`config.mk`:
```
export PLATFORM = sky130hd
export DESIGN_NAME = muldiv_unit_flat
export DESIGN_NICKNAME = d
export VERILOG_FILES = /design/src/rtl/muldiv_if.sv /design/src/rtl/muldiv_unit.sv /design/src/flat_wrapper.sv
export SDC_FILE = /design/constraint.sdc
export NUM_CORES = 1
export LEC_CHECK = 0
export ABC_AREA = 1
export BUFFER_PORTS_ARGS = -buffer_cell sky130_fd_sc_hd__buf_2
export CAP_MARGIN = 0
export CELL_PAD_IN_SITES_DETAIL_PLACEMENT = 0
export CELL_PAD_IN_SITES_GLOBAL_PLACEMENT = 1
export CORE_ASPECT_RATIO = 1.75
export CORE_UTILIZATION = 44
export DETAILED_ROUTE_END_ITERATION = 10
export PLACE_DENSITY = 0.82
export SLEW_MARGIN = 15
export SYNTH_ARGS = -nofsm -noshare
export SYNTH_HDL_FRONTEND = slang
export SYNTH_SLANG_ARGS = --single-unit
```
`constraint.sdc`:
```
create_clock -name clk -period 3.1 [get_ports clk]
set_input_delay 0 -clock clk [delete_from_list [all_inputs] [get_ports clk]]
set_output_delay 0 -clock clk [all_outputs]
set_load 0.1 [all_outputs]
```
`src/rtl/muldiv_if.sv`:
```
// Execute-stage handshake between the datapath and the iterative multiply/divide unit.
interface muldiv_if #(
    parameter int DATA_WIDTH = 32
);
    logic                  Start;
    logic [2:0]            Operation;
    logic [DATA_WIDTH-1:0] SrcA;
    logic [DATA_WIDTH-1:0] SrcB;
    logic                  Busy;
    logic                  Done;
    logic [DATA_WIDTH-1:0] Result;

    modport master (output Start, Operation, SrcA, SrcB, input Busy, Done, Result);
    modport slave  (input Start, Operation, SrcA, SrcB, output Busy, Done, Result);
endinterface

```
`src/rtl/muldiv_unit.sv`:
```
// Iterative RV32M multiply/divide: radix-2 shift-add multiply and restoring divide on
// operand magnitudes, fixed DATA_WIDTH+3 cycle turnaround, sign fix-up in a final FIX cycle.
module muldiv_unit #(
    parameter int DATA_WIDTH = 32
) (
    input  logic     clk,
    input  logic     reset,
    muldiv_if.slave  bus
);
    localparam int W  = DATA_WIDTH;
    localparam int CW = $clog2(W);

    typedef enum logic [1:0] {IDLE, CALC, FIX, DONE} state_t;

    state_t          state, state_n;
    logic [CW-1:0]   cnt;
    logic [2:0]      op_q;
    logic [W-1:0]    a_q, b_q, mag_a, mag_b, quo, rem, result;
    logic [2*W-1:0]  prod;
    logic            neg_res, neg_rem, busy, done;

    // operand sign handling, evaluated on the raw inputs at the Start cycle
    logic            a_sgn, b_sgn, sa, sb;
    logic [W-1:0]    mag_a_in, mag_b_in;

    always_comb begin
        a_sgn    = bus.Operation inside {3'b000, 3'b001, 3'b010, 3'b100, 3'b110};
        b_sgn    = bus.Operation inside {3'b000, 3'b001, 3'b100, 3'b110};
        sa       = a_sgn & bus.SrcA[W-1];
        sb       = b_sgn & bus.SrcB[W-1];
        mag_a_in = sa ? -bus.SrcA : bus.SrcA;
        mag_b_in = sb ? -bus.SrcB : bus.SrcB;
    end

    // one iteration of each algorithm; both advance every CALC cycle, FIX picks the one needed
    logic [W:0]      mul_sum, div_sh;
    logic [W-1:0]    rem_trial;
    logic            div_ok;

    always_comb begin
        mul_sum   = {1'b0, prod[2*W-1:W]} + (prod[0] ? {1'b0, mag_a} : '0);
        div_sh    = {rem, quo[W-1]};
        div_ok    = div_sh >= {1'b0, mag_b};
        rem_trial = div_sh[W-1:0] - mag_b;
    end

    logic [2*W-1:0]  prod_s;
    logic [W-1:0]    quo_s, rem_s, fix_res;
    logic            div0, ovf;

    always_comb begin
        prod_s  = neg_res ? -prod : prod;
        quo_s   = neg_res ? -quo : quo;
        rem_s   = neg_rem ? -rem : rem;
        div0    = (b_q == '0);
        ovf     = (op_q == 3'b100 || op_q == 3'b110) &&
                  (a_q == {1'b1, {(W-1){1'b0}}}) && (b_q == '1);
        fix_res = '0;
        case (op_q)
            3'b000:                 fix_res = prod_s[W-1:0];
            3'b001, 3'b010, 3'b011: fix_res = prod_s[2*W-1:W];
            3'b100, 3'b101:         fix_res = div0 ? '1 : (ovf ? {1'b1, {(W-1){1'b0}}} : quo_s);
            default:                fix_res = div0 ? a_q : (ovf ? '0 : rem_s);
        endcase
    end

    always_comb begin
        state_n = state;
        case (state)
            IDLE:    if (bus.Start) state_n = CALC;
            CALC:    if (cnt == CW'(W-1)) state_n = FIX;
            FIX:     state_n = DONE;
            default: state_n = IDLE;
        endcase
    end

    always_ff @(posedge clk) begin
        if (!reset) begin
            state   <= IDLE;
            cnt     <= '0;
            op_q    <= '0;
            a_q     <= '0;
            b_q     <= '0;
            mag_a   <= '0;
            mag_b   <= '0;
            neg_res <= 1'b0;
            neg_rem <= 1'b0;
            prod    <= '0;
            quo     <= '0;
            rem     <= '0;
            result  <= '0;
            busy    <= 1'b0;
            done    <= 1'b0;
        end else begin
            state <= state_n;
            busy  <= (state_n == CALC) || (state_n == FIX);
            done  <= (state_n == DONE);
            case (state)
                IDLE: if (bus.Start) begin
                    cnt     <= '0;
                    op_q    <= bus.Operation;
                    a_q     <= bus.SrcA;
                    b_q     <= bus.SrcB;
                    mag_a   <= mag_a_in;
                    mag_b   <= mag_b_in;
                    neg_res <= sa ^ sb;
                    neg_rem <= sa;
                    prod    <= {{W{1'b0}}, mag_b_in};
                    quo     <= mag_a_in;
                    rem     <= '0;
                end
                CALC: begin
                    cnt  <= cnt + 1'b1;
                    prod <= {mul_sum, prod[W-1:1]};
                    quo  <= {quo[W-2:0], div_ok};
                    rem  <= div_ok ? rem_trial : div_sh[W-1:0];
                end
                FIX:     result <= fix_res;
                default: ;
            endcase
        end
    end

    assign bus.Busy   = busy;
    assign bus.Done   = done;
    assign bus.Result = result;
endmodule

```
`src/flat_wrapper.sv`:
```
// flat-port wrapper written by rule: the top's interface ports become plain ports
module muldiv_unit_flat 
#(
    parameter int DATA_WIDTH = 32
)
  (clk, reset, bus_Start, bus_Operation, bus_SrcA, bus_SrcB, bus_Busy, bus_Done, bus_Result);
  muldiv_if #(.DATA_WIDTH(DATA_WIDTH)) bus_i ();
  input  logic clk;
  input  logic reset;
  input wire logic [$bits(bus_i.Start)-1:0] bus_Start;
  input wire logic [$bits(bus_i.Operation)-1:0] bus_Operation;
  input wire logic [$bits(bus_i.SrcA)-1:0] bus_SrcA;
  input wire logic [$bits(bus_i.SrcB)-1:0] bus_SrcB;
  output wire logic [$bits(bus_i.Busy)-1:0] bus_Busy;
  output wire logic [$bits(bus_i.Done)-1:0] bus_Done;
  output wire logic [$bits(bus_i.Result)-1:0] bus_Result;
  assign bus_i.Start = bus_Start;
  assign bus_i.Operation = bus_Operation;
  assign bus_i.SrcA = bus_SrcA;
  assign bus_i.SrcB = bus_SrcB;
  assign bus_Busy = bus_i.Busy;
  assign bus_Done = bus_i.Done;
  assign bus_Result = bus_i.Result;
  muldiv_unit #(.DATA_WIDTH(DATA_WIDTH)) u_core (.clk(clk), .reset(reset), .bus(bus_i));
endmodule
```
# --- After elaboration in Yosys (flattened, before gate mapping) ---
# Index checks and enable logic that the tools add are counted.
totals:
  regBits: 302
  input_bits: 70
  elab_cells: 84
op_classes:
  add_sub_neg: 8
  n_lt_le_gt_ge: 1
  n_eq_ne: 19
  muxes: 23
  bitwise: 3
  n_reduce_logical: 15
ops:
  columns: ["cell", "count"]
  rows:
  - ["$mux 32", 12]
  - ["$mux 64", 2]
  - ["$neg 32->32", 4]
  - ["$pmux 32 s2", 2]
  - ["$pmux 64 s2", 1]
  - ["$pmux 32 s3", 1]
  - ["$eq 32x32->1 const B", 2]
  - ["$neg 64->64", 1]
  - ["$add 32x33->33", 1]
  - ["$ge 33x32->1", 1]
  - ["$logic_not 32->1", 1]
  - ["$sub 32x32->32", 1]
  - ["$eq 3x3->1 const B", 5]
  - ["$pmux 5 s2", 1]
  - ["$eq 3x2->1 const B", 3]
  - ["$eq 2x2->1 const B", 3]
  - ["$eq 3x1->1 const B", 2]
  - ["$logic_not 3->1", 2]
  - ["$pmux 2 s3", 1]
  - ["$add 5x1->5 const B", 1]
  - ["$eq 5x5->1 const B", 1]
  - ["$mux 5", 1]
  - ["$reduce_bool 5->1", 1]
  - ["$eq 2x1->1 const B", 2]
  - ["12 further kinds", 17]

# --- Logic depth before layout (Yosys ltp) ---
logic_depth:
  depth_word: 7
  ltp_mapped: 19

# --- Worst setup path before layout ---
# Ideal clock, no wire load.
synth_path:
  kind: "register to register"
  start: "register u_core.prod[0]"
  end: "register u_core.prod[63]"
  arrival_ns: 2.361
  setup_slack_ns: 0.669
  stages_incl_launch_ff: 17
  path_buffers: 2
  path_cell_list: "dfxtp_1 buf_2 clkbuf_1 nand2_1 inv_1 ha_1 inv_1 fa_1 o21ai_1 a21oi_1 o21ai_1 nand2_1 nand2_1 nand3_1 nand2_1 nand2_1 a21oi_1"
synth_via:
  elab_chain_cells: 3
synth_rtl:
  columns: ["item", "line_no", "source"]
  rows:
  - ["start, declared", "muldiv_unit.sv:19", "logic [2*W-1:0] prod;"]
  - ["start signal, assigned", "muldiv_unit.sv:108", "prod <= {{W{1'b0}}, mag_b_in};"]
  - ["start signal, assigned", "muldiv_unit.sv:114", "prod <= {mul_sum, prod[W-1:1]};"]
  - ["$mux 32", "muldiv_unit.sv:41", "mul_sum = {1'b0, prod[2*W-1:W]} + (prod[0] ? {1'b0, mag_a} : '0);"]
  - ["$add 32x33->33", "muldiv_unit.sv:41", null]
  - ["$pmux 64 s2", "muldiv_unit.sv:98", "case (state)"]
# No other way between the ends.
# A chain may end at the register's enable or synchronous reset.

# --- Worst setup path in the final report ---
layout_path:
  start: "register u_core.a_q[2]"
  end: "register u_core.result[17] (netlist: u_core.bus.Result[17])"
layout_via:
  elab_chain_cells: 6
layout_rtl:
  columns: ["item", "line_no", "source"]
  rows:
  - ["start, declared", "muldiv_unit.sv:18", "logic [W-1:0] a_q, b_q, mag_a, mag_b, quo, rem, result;"]
  - ["start signal, assigned", "muldiv_unit.sv:102", "a_q <= bus.SrcA;"]
  - ["$eq 32x32->1 *", "muldiv_unit.sv:57", "(a_q == {1'b1, {(W-1){1'b0}}}) && (b_q == '1);"]
  - ["$logic_and 1x1->1 *", "muldiv_unit.sv:56", "ovf = (op_q == 3'b100 || op_q == 3'b110) &&"]
  - ["$logic_and 1x1->1 *", "muldiv_unit.sv:57", null]
  - ["$mux 32 (on tied branches) (2 in a row)", "muldiv_unit.sv:63, muldiv_unit.sv:62", null]
  - ["$pmux 32 s3 *", "muldiv_unit.sv:59", "case (op_q)"]
  - ["end signal, assigned", "muldiv_unit.sv:118", "FIX: result <= fix_res;"]
  - ["end, declared", "muldiv_unit.sv:18", null]
# Every way passes the cells marked *; elsewhere a longest branch is shown, timed or not.

==> run summary <==
Outcome = finished, violations left
Failing checks = design-rule violations
Fill count = 5761
R2r setup slk = 180 ps
CP Class = flop to flop
Max-cap violations = 0
Most frequent cell after synthesis = nand2_1
Hold path start = bus_Start
Worst-margin pin slew = 998 ps
PD cells = 570 mW/mm^2
Final Setup Violations = 0
Ranking of synthesized cells by area = dfxtp_1, nand2_1, a21oi_1
Proportion of layout cells with a drive suffix above 1 = 0.0770
Switching fraction of total power = 0.439
I/O pin count = 104
Crit Path Max Fanout = 20
RSZ-0062 raised after global routing = no
WL/cell = 22.7 um
Clk_lat worst skew = 580 ps
Most used cell along the critical path = nor2_1
Flop pwr share = 0.300
Drt pass-1 iters = 10
Final cell count without fillers = 4758
Setup_tns = 0 ps
CP Capture Type = flop
Crit path buf inv count = 3
Synthesis Warnings = 0
Unique masters post-synth = 55
Syn avg cell area = 5.90 um^2
Core footprint = 0.0522 mm^2
Startpoint Class = flop
Crit path cell chain = inv_1 > nand4_1 > nor2_1 > inv_1 > nor2_1 > nand3_1 > buf_4 > nand2_1 > o21ai_0 > nand2_1 > nand3_1 > nor2_1 > nor2_1
Vias in the first global route = 26293
Clock Path Buffers = 3
Post-CTS sizing = 0
Placement Rows = 111
Worst Hold Slack = 66.4 ps
Clock Power Share = 0.278
#FFs+latches synth = 300
# clock sinks = 300
Tmin final = 2920 ps
Final wirelength = 108 mm
Synth top cells by count = nand2_1, nor2_1, inv_1
CTS tree = yes
Post-route DRC = 2
DR iter-0 viols = 2226
Min-Delay Path Class = input pin to flop
Worst R2R Start = u_core.a_q[2]
Synthesized area = 0.0232 mm^2
Buffer count from post-CTS setup fixing = 0
IO buf count = 103
Total CTS buffers = 34
EDFF count, synth = 0
Final Skew = 42.4 ps
Crit path max-delay family = simple AND/OR/NAND/NOR gates
CP startpoint = u_core.a_q[2]
Initial antenna violation count = 3
Final worst slack = 183 ps
Via Count = 27183
Largest net degree at the start of global routing = 93
GR Overflow Total = 0
Leak pwr = 0.0128 uW
Routability-driven placement congestion ratio = 1.06
Most used flip-flop cell after synthesis = dfxtp_1
Internal Pwr Total = 8400 uW
H-tree depth = 2
First-pass GRT wire length = 160 mm
Cells after synthesis = 3937
Comb pwr share = 0.422
Peak supply drop = 546 uV
Post-Place Worst Slack = 228 ps
Area growth, synth to finish = 13.2%
Footprint of the multi-input gates = 0.0149 mm^2
Crit-path max cell delay = 410 ps
CP max stage cell = nand3_1
DIE HEIGHT = 306 um
Seq/Total Area, Yosys = 0.259
Die X-Extent = 176 um
Average via count per standard cell = 5.71
Placed cells = 4622
FMAX = 343 MHz
Post-route ant nets = 0
Worst EP required = 3570 ps
WP data arrival = 3390 ps
Relative slew slack = 0.335
Fin. max-slew vios = 0
Async set or reset register ratio after synthesis = 0
Final hold vios = 0
Leading area contributor after synthesis = dfxtp_1
Clock Tree Root = clkbuf_16
Initial Utilization = 0.445
Final core occ = 0.504
Storage cell area = 0.00601 mm^2
DP Wirelength = 84.6 mm
Die area = 0.0538 mm^2
Top cell type's share of synthesized area = 0.259
Switching power = 6590 uW
Mapped Nets = 4080
CTS clk-pin slew, worst paths = 70 ps
Total GRT Usage = 0.399
Period utilization = 0.941
Final net count = 4197
==> logic make-up (layout without fill, tap and decap cells) <==
logic type | after synthesis | count (layout) | synth area share
other | 0 | 1 | 0
flip-flops | 300 | 300 | 0.259
AND/OR/NAND/NOR | 2088 | 2088 | 0.386
XOR/XNOR | 82 | 82 | 0.0309
adder cells (fa/ha/maj) | 73 | 73 | 0.0400
AO/OA/AOI/OAI | 790 | 790 | 0.183
buffers and inverters | 604 | 746 | 0.102
==> flip-flops by register name, summed over array words and instances, names as in the netlist <==
register,cells
u_core.prod,64
u_core.bus.Result,32
u_core.mag_a,32
u_core.mag_b,32
u_core.quo,32
u_core.rem,32
u_core.a_q,31
u_core.b_q,31
u_core.cnt,5
u_core.op_q,3
u_core.state,2
u_core.bus.Busy,1
u_core.bus.Done,1
u_core.neg_rem,1
u_core.neg_res,1
==> area by class of cell <==
type,count,area share
timing repair buffer,237,0.0678
antenna,1,0.0000951
inverter,448,0.0641
multi-input combinational,3033,0.566
clock inverter,14,0.00495
sequential,300,0.228
tap,678,0.0322
clock buffer,47,0.0369
==> stage by stage <==
step | instance area (um^2) | power, uW
2_1_floorplan | 23200 | 8760
3_3_place_gp | 24500 | 10700
4_1_cts | 26300 | 14900
6_report | 26300 | 15000
5_1_grt | 26300 | 15800
3_5_place_dp | 24500 | 10700
==> placed cells by master (no fill, tap or decap), drive strengths merged, types with 2 or more instances in the layout <==
cell,count
a21boi,2
a21o,16
a21oi,372
a22oi,31
a31oi,40
buf,163
clkbuf,47
clkinv,14
clkinvlp,2
dfxtp,300
dlygate4sd3,74
fa,2
ha,71
inv,445
nand2,1120
nand3,344
nand3b,25
nand4,69
nor2,463
nor3,49
nor3b,2
nor4,6
o211ai,14
o21a,5
o21ai,294
o21bai,8
o22ai,2
o31ai,2
or2,8
xnor2,28
xor2,54
==> tightest hold or removal path, delay by kind of cell <==
family | cells | cell delay (ps)
compound gates | 3 | 330
simple gates | 1 | 130
buf+inv | 1 | 120
==> power groups by stage <==
| stage | Clock [uW] | Sequential (uW) | Combinational, uW |
|---|---|---|---|
| final | 4170 | 4500 | 6320 |
| after global routing | 4320 | 4520 | 6920 |
| after CTS | 4190 | 4480 | 6190 |
| after detailed placement | 0 | 4570 | 6090 |
| after global placement | 0 | 4570 | 6110 |
| after floorplan | 0 | 4420 | 4350 |
==> final timing paths <==
check	end	depth (start not counted)
worst max register to register	u_core.bus.Result[17]	13
worst min register to register	u_core.bus.Result[9]	2
worst max-delay path	u_core.bus.Result[17]	13
worst min-delay path	u_core.prod[26]	5
==> layer usage <==
layer,global-route usage,up-vias,wire length (um)
met1,0.395,12527,36900
met2,0.696,1082,52900
met5,0,-,27
met4,0.398,4,12500
li1,-,13139,-
met3,0.0603,431,5760
==> what timing repair did <==
action	4_1_cts	5_1_grt
endpoints found under the hold margin	145	0
endpoints found under the setup margin	0	0
hold buffers	74	0
Power figures use the tool's default switching activity.
